`config.mk`:
```
export PLATFORM = sky130hd
export DESIGN_NAME = ptp_ts_queue
export DESIGN_NICKNAME = d
export VERILOG_FILES = /design/src/rtl/ptp_pkg.sv /design/src/rtl/ptp_ts_queue_ram.sv /design/src/rtl/ptp_ts_queue.sv
export SDC_FILE = /design/constraint.sdc
export NUM_CORES = 2
export LEC_CHECK = 0
export ABC_AREA = 1
export ABC_CLOCK_PERIOD_IN_PS = 13700
export CAP_MARGIN = 0
export CORE_ASPECT_RATIO = 1.25
export CORE_MARGIN = 10
export CORE_UTILIZATION = 45
export CTS_CLUSTER_DIAMETER = 100
export CTS_CLUSTER_SIZE = 28
export DETAILED_ROUTE_END_ITERATION = 10
export PLACE_DENSITY = 0.73
export SYNTH_ARGS = -nofsm -noshare
export SYNTH_HDL_FRONTEND = slang
export SYNTH_SLANG_ARGS = --single-unit
export TNS_END_PERCENT = 10
```
`constraint.sdc`:
```
create_clock -name clk -period 13.7 [get_ports clk]
set_input_delay 2.74 -clock clk [delete_from_list [all_inputs] [get_ports clk]]
set_output_delay 2.74 -clock clk [all_outputs]
set_load 0.05 [all_outputs]
```
`src/rtl/ptp_pkg.sv`:
```
// Shared PTP definitions: timestamp entry width and the queue status word layout.
package ptp_pkg;

  localparam int PTP_TS_ENTRY_W = 128;

  localparam int STAT_OVF     = 7;
  localparam int STAT_FULL    = 6;
  localparam int STAT_EMPTY   = 5;
  localparam int STAT_CNT_LSB = 0;

  localparam logic [7:0] STAT_RESET = 8'h20;

  // Builds the status byte from its fields; count is zero-extended to 5 bits.
  function automatic logic [7:0] pack_stat(input logic ovf, input logic full,
                                           input logic empty, input logic [4:0] cnt);
    logic [7:0] s;
    s = '0;
    s[STAT_OVF]   = ovf;
    s[STAT_FULL]  = full;
    s[STAT_EMPTY] = empty;
    s[STAT_CNT_LSB +: 5] = cnt;
    return s;
  endfunction

endpackage

```
`src/rtl/ptp_ts_queue_ram.sv`:
```
// Simple dual-port timestamp RAM; the read register is the pop output register.
module ptp_ts_queue_ram
  import ptp_pkg::*;
#(
  parameter int ADDR_W = 4,
  parameter int DATA_W = PTP_TS_ENTRY_W
) (
  input  logic              clk,
  input  logic              wr_en,
  input  logic [ADDR_W-1:0] wr_addr,
  input  logic [DATA_W-1:0] wr_data,
  input  logic              rd_en,
  input  logic              rd_clr,
  input  logic [ADDR_W-1:0] rd_addr,
  output logic [DATA_W-1:0] rd_data
);

  logic [DATA_W-1:0] mem [2**ADDR_W];

  always_ff @(posedge clk) begin
    if (wr_en) mem[wr_addr] <= wr_data;
  end

  // Read-first: a same-edge write to rd_addr returns the old (oldest) entry.
  always_ff @(posedge clk) begin
    if (rd_clr)     rd_data <= '0;
    else if (rd_en) rd_data <= mem[rd_addr];
  end

endmodule

```
`src/rtl/ptp_ts_queue.sv`:
```
// Timestamp queue between the TSU capture stage and the PTP register block.
module ptp_ts_queue
  import ptp_pkg::*;
#(
  parameter int ADDR_W = 4,
  parameter int DATA_W = PTP_TS_ENTRY_W
) (
  input  logic              clk,
  input  logic              rst,
  input  logic              q_rst,
  input  logic              q_wr_en,
  input  logic [3:0]        q_wr_msgid,
  input  logic [DATA_W-1:0] q_wr_data,
  input  logic [7:0]        q_msgid_mask,
  input  logic              q_rd_en,
  output logic [DATA_W-1:0] q_data_out,
  output logic [7:0]        q_stat_out
);

  localparam logic [ADDR_W:0] FULL_CNT = (ADDR_W+1)'(1) << ADDR_W;

  logic [ADDR_W-1:0] wr_ptr, rd_ptr;
  logic [ADDR_W:0]   count, count_nxt;
  logic              ovf, ovf_nxt;
  logic [7:0]        stat_q;
  logic [4:0]        cnt5;
  logic              flush, accept, empty, full, do_wr, do_pop;

  assign flush  = rst | q_rst;
  assign empty  = (count == '0);
  assign full   = (count == FULL_CNT);
  assign accept = q_wr_en & ~q_wr_msgid[3] & q_msgid_mask[q_wr_msgid[2:0]];
  assign do_pop = q_rd_en & ~empty;
  assign do_wr  = accept & (~full | q_rd_en);

  always_comb begin
    count_nxt = count;
    ovf_nxt   = ovf | (accept & full & ~q_rd_en);
    cnt5      = '0;
    if (do_wr & ~do_pop)      count_nxt = count + 1'b1;
    else if (do_pop & ~do_wr) count_nxt = count - 1'b1;
    cnt5[ADDR_W:0] = count_nxt;
  end

  always_ff @(posedge clk) begin
    if (flush) begin
      wr_ptr <= '0;
      rd_ptr <= '0;
      count  <= '0;
      ovf    <= 1'b0;
      stat_q <= STAT_RESET;
    end else begin
      if (do_wr)  wr_ptr <= wr_ptr + ADDR_W'(1);
      if (do_pop) rd_ptr <= rd_ptr + ADDR_W'(1);
      count  <= count_nxt;
      ovf    <= ovf_nxt;
      stat_q <= pack_stat(ovf_nxt, count_nxt == FULL_CNT, count_nxt == '0, cnt5);
    end
  end

  // A pop on an empty queue clears the output rather than holding it.
  ptp_ts_queue_ram #(.ADDR_W(ADDR_W), .DATA_W(DATA_W)) u_ram (
    .clk     (clk),
    .wr_en   (do_wr & ~flush),
    .wr_addr (wr_ptr),
    .wr_data (q_wr_data),
    .rd_en   (do_pop & ~flush),
    .rd_clr  (flush | (q_rd_en & empty)),
    .rd_addr (rd_ptr),
    .rd_data (q_data_out)
  );

  assign q_stat_out = stat_q;

endmodule

```
==> results.json <==
{
  "r2r-start": "rd_ptr[0]",
  "route.met2.wl_um": 106000,
  "cts_hold_buf": 0,
  "hpwl_um": 111000,
  "maxCapViolCount": 0,
  "syn_area_mm2": 0.0845,
  "whs_path_depth": 1,
  "nFillCells": 15600,
  "multiInputGateArea_mm2": 0.0174,
  "ir_worst_vdd_v": 0.0000937,
  "hold_end": "ovf",
  "worstSetupPathType": "in -> reg",
  "crit_path_end_kind": "flip-flop",
  "finalSetupTns_ns": 0,
  "routabilityCongestion": 0.779,
  "globalRouteOverflowTotal": 0,
  "syn_inst": 6214,
  "core_area_mm2": 0.186,
  "critical_path_depth": 13,
  "cts_made_buffers": 89,
  "min_from": "ovf",
  "synth_seq_cells": 2192,
  "reg2reg_to": "u_ram.rd_data[35]",
  "cp_num_buf_inv": 5,
  "fin_hold_ws_ns": 0.494,
  "clk_pin_slew_ns": 0.10,
  "synth_edf_count": 2048,
  "setup_viol": 0,
  "die_h_um": 504,
  "critical_path.startpoint_type": "primary input",
  "slew_viol_final": 0,
  "synthArstFlopShare": 0,
  "synth_largest_area_cell": "edfxtp_1",
  "grt_pass1_vias": 50800,
  "yosys.cell_types.count": 38,
  "max_stage_delay_ns": 0.77,
  "cts_setup_buffers": 0,
  "cts.sinks": 2192,
  "highest_layer": "met5",
  "nets": 6350,
  "status": "complete, no violations",
  "final_cell_mix": "edfxtp_1, nor2_1, o21ai_0",
  "antenna_found_initial": 38,
  "critPathArrivalTime_ns": 6.87,
  "vias_per_cell": 6.02,
  "crit_chain": "clkdlybuf4s50_1 -> inv_1 -> nand2_1 -> nand3_1 -> nand3_1 -> nand2_1 -> nand3_1 -> nor2_1 -> nand2_1 -> nor2_4 -> buf_4 -> buf_4 -> buf_4",
  "synth_fp_nets": 6366,
  "p_per_area_mw_per_mm2": 120,
  "drtIter0Drc": 6415,
  "clockBufferDepth": 3,
  "layout-drive-gt1-share": 0.0338,
  "ant_nets": 0,
  "crit_fanout": 47,
  "drc": 0,
  "tightest_slew_ns": 1.23,
  "htreeDepth": 3,
  "postCtsResizedCells": 0,
  "fmax_mhz": 153,
  "grt_pass1_wl_um": 322000,
  "cp_slowest_cell": "buf_4",
  "drt_wl_total_um": 217000,
  "io_pins": 281,
  "yosysTopAreaCellShare": 0.728,
  "track_usage": 0.201,
  "grt_setup_unrepaired": "no",
  "p_leak_nw": 28.9,
  "clk_latency_ns": 0.73,
  "ys.flop_type": "edfxtp_1",
  "path_delay_family": "buffers and inverters",
  "max_slew_margin": 0.178,
  "cts_tree": "built",
  "synthTopCellsByArea": "edfxtp_1, o21ai_0, nor2_1",
  "post-route-util": 0.491,
  "initial_core_util": 0.453,
  "hold_viol_final": 0,
  "final-seq-area_mm2": 0.0644,
  "rr_worst_depth": 9,
  "min_period_over_period": 0.476,
  "port_buffers": 280,
  "r2r_slack_ns": 8.93,
  "cp.required_ns": 14.05,
  "wl_met1_um": 85900,
  "hold_path_class": "reg -> reg",
  "syn_to_final_growth_pct": 8.47,
  "yosys_warnings": 0,
  "seq_area_frac_synth": 0.762,
  "vias": 52900,
  "die_area_mm2": 0.206,
  "drtPass1Iterations": 6,
  "wl_met3_um": 19900,
  "synth.avg_cell_area_um2": 13.6,
  "die_w_um": 408,
  "wl_per_cell_um": 24.7,
  "layout_commonest_cell": "edfxtp_1",
  "fin_crit_ns": 6.53,
  "grt_max_degree": 246,
  "fin_skew_ns": 0.0372,
  "num_rows": 177,
  "clock-root-buffer": "clkbuf_16"
}
[registers in the layout (all words and copies together), names as in the netlist]
register,flops
u_ram.rd_data,128
rd_ptr,4
u_ram.mem,2048
ovf,1
wr_ptr,4
count,4
q_stat_out,3
[per-layer routing]
layer | vias up | track usage
met1 | 26600 | 0.270
li1 | 23300 | -
met3 | 393 | 0.0383
met4 | 38 | 0.0548
met5 | - | 0
met2 | 2588 | 0.335
[cell usage after synthesis, types with 2 or more instances]
| cell type | instances |
|---|---|
| o211ai_1 | 179 |
| edfxtp_1 | 2048 |
| a21oi_1 | 47 |
| buf_2 | 129 |
| xor2_1 | 4 |
| o21ai_0 | 1026 |
| inv_1 | 114 |
| nand4_1 | 4 |
| nand3_1 | 154 |
| clkbuf_1 | 241 |
| o221ai_1 | 198 |
| dfxtp_1 | 144 |
| nand2_2 | 2 |
| nor2_1 | 1154 |
| ha_1 | 7 |
| o22ai_1 | 287 |
| o21ai_1 | 146 |
| clkbuf_2 | 11 |
| buf_6 | 27 |
| buf_1 | 11 |
| o22a_1 | 27 |
| nand2_1 | 168 |
| a31oi_1 | 9 |
| buf_4 | 47 |
| inv_2 | 6 |
| o31ai_1 | 4 |
| a32o_1 | 3 |
| nor3_1 | 7 |
[metrics by stage]
| step | area [um^2] | setup slack [ns] | cells | power (mW) |
|---|---|---|---|---|
| 6_report | 91600 | 7.17 | 8789 | 11.0 |
| 2_1_floorplan | 84500 | 0.834 | 6214 | 7.72 |
| 5_1_grt | 91600 | 6.89 | 8779 | 11.3 |
| 3_3_place_gp | 89000 | 6.46 | 8613 | 7.92 |
| 4_1_cts | 91600 | 7.23 | 8776 | 11.0 |
| 3_5_place_dp | 89000 | 6.45 | 8613 | 7.94 |
[power breakdown]
group          switching (mW)  internal [mW]  leakage (nW)  total (mW)
clock network            1.94           1.28          1.24        3.22
logic                   0.325          0.131          8.13       0.457
registers              0.0150           7.32          19.6        7.33
[worst max path at each step]
stage | to | from
6_report | u_ram.mem[12][116] | q_wr_msgid[0]
3_3_place_gp | u_ram.mem[12][7] | q_wr_msgid[0]
4_1_cts | u_ram.mem[12][116] | q_wr_msgid[0]
5_1_grt | u_ram.mem[12][116] | q_wr_msgid[0]
3_5_place_dp | u_ram.mem[12][7] | q_wr_msgid[0]
2_1_floorplan | u_ram.mem[0][0] | q_wr_msgid[0]
[cell type report]
type | count | share of cell area
diodes | 13 | 0.000355
clock buffers | 157 | 0.0276
clock inverters | 6 | 0.000887
inverters | 121 | 0.00538
multi-input cells | 3434 | 0.190
flip-flops and latches | 2192 | 0.703
well taps | 2506 | 0.0342
repair buffers | 360 | 0.0386
[logic make-up (layout without fill, tap and decap cells)]
| family | Yosys count | count (layout) | synth area share |
|---|---|---|---|
| flops | 2192 | 2192 | 0.762 |
| compound gates | 1929 | 1929 | 0.134 |
| simple gates | 1493 | 1493 | 0.0691 |
| buf+inv | 588 | 644 | 0.0328 |
| fa+ha+maj | 7 | 7 | 0.00104 |
| xor+xnor | 4 | 4 | 0.000415 |
| mux | 1 | 1 | 0.000118 |
| other cells | 0 | 13 | 0 |
No activity file was read; power rests on OpenSTA's default activity.
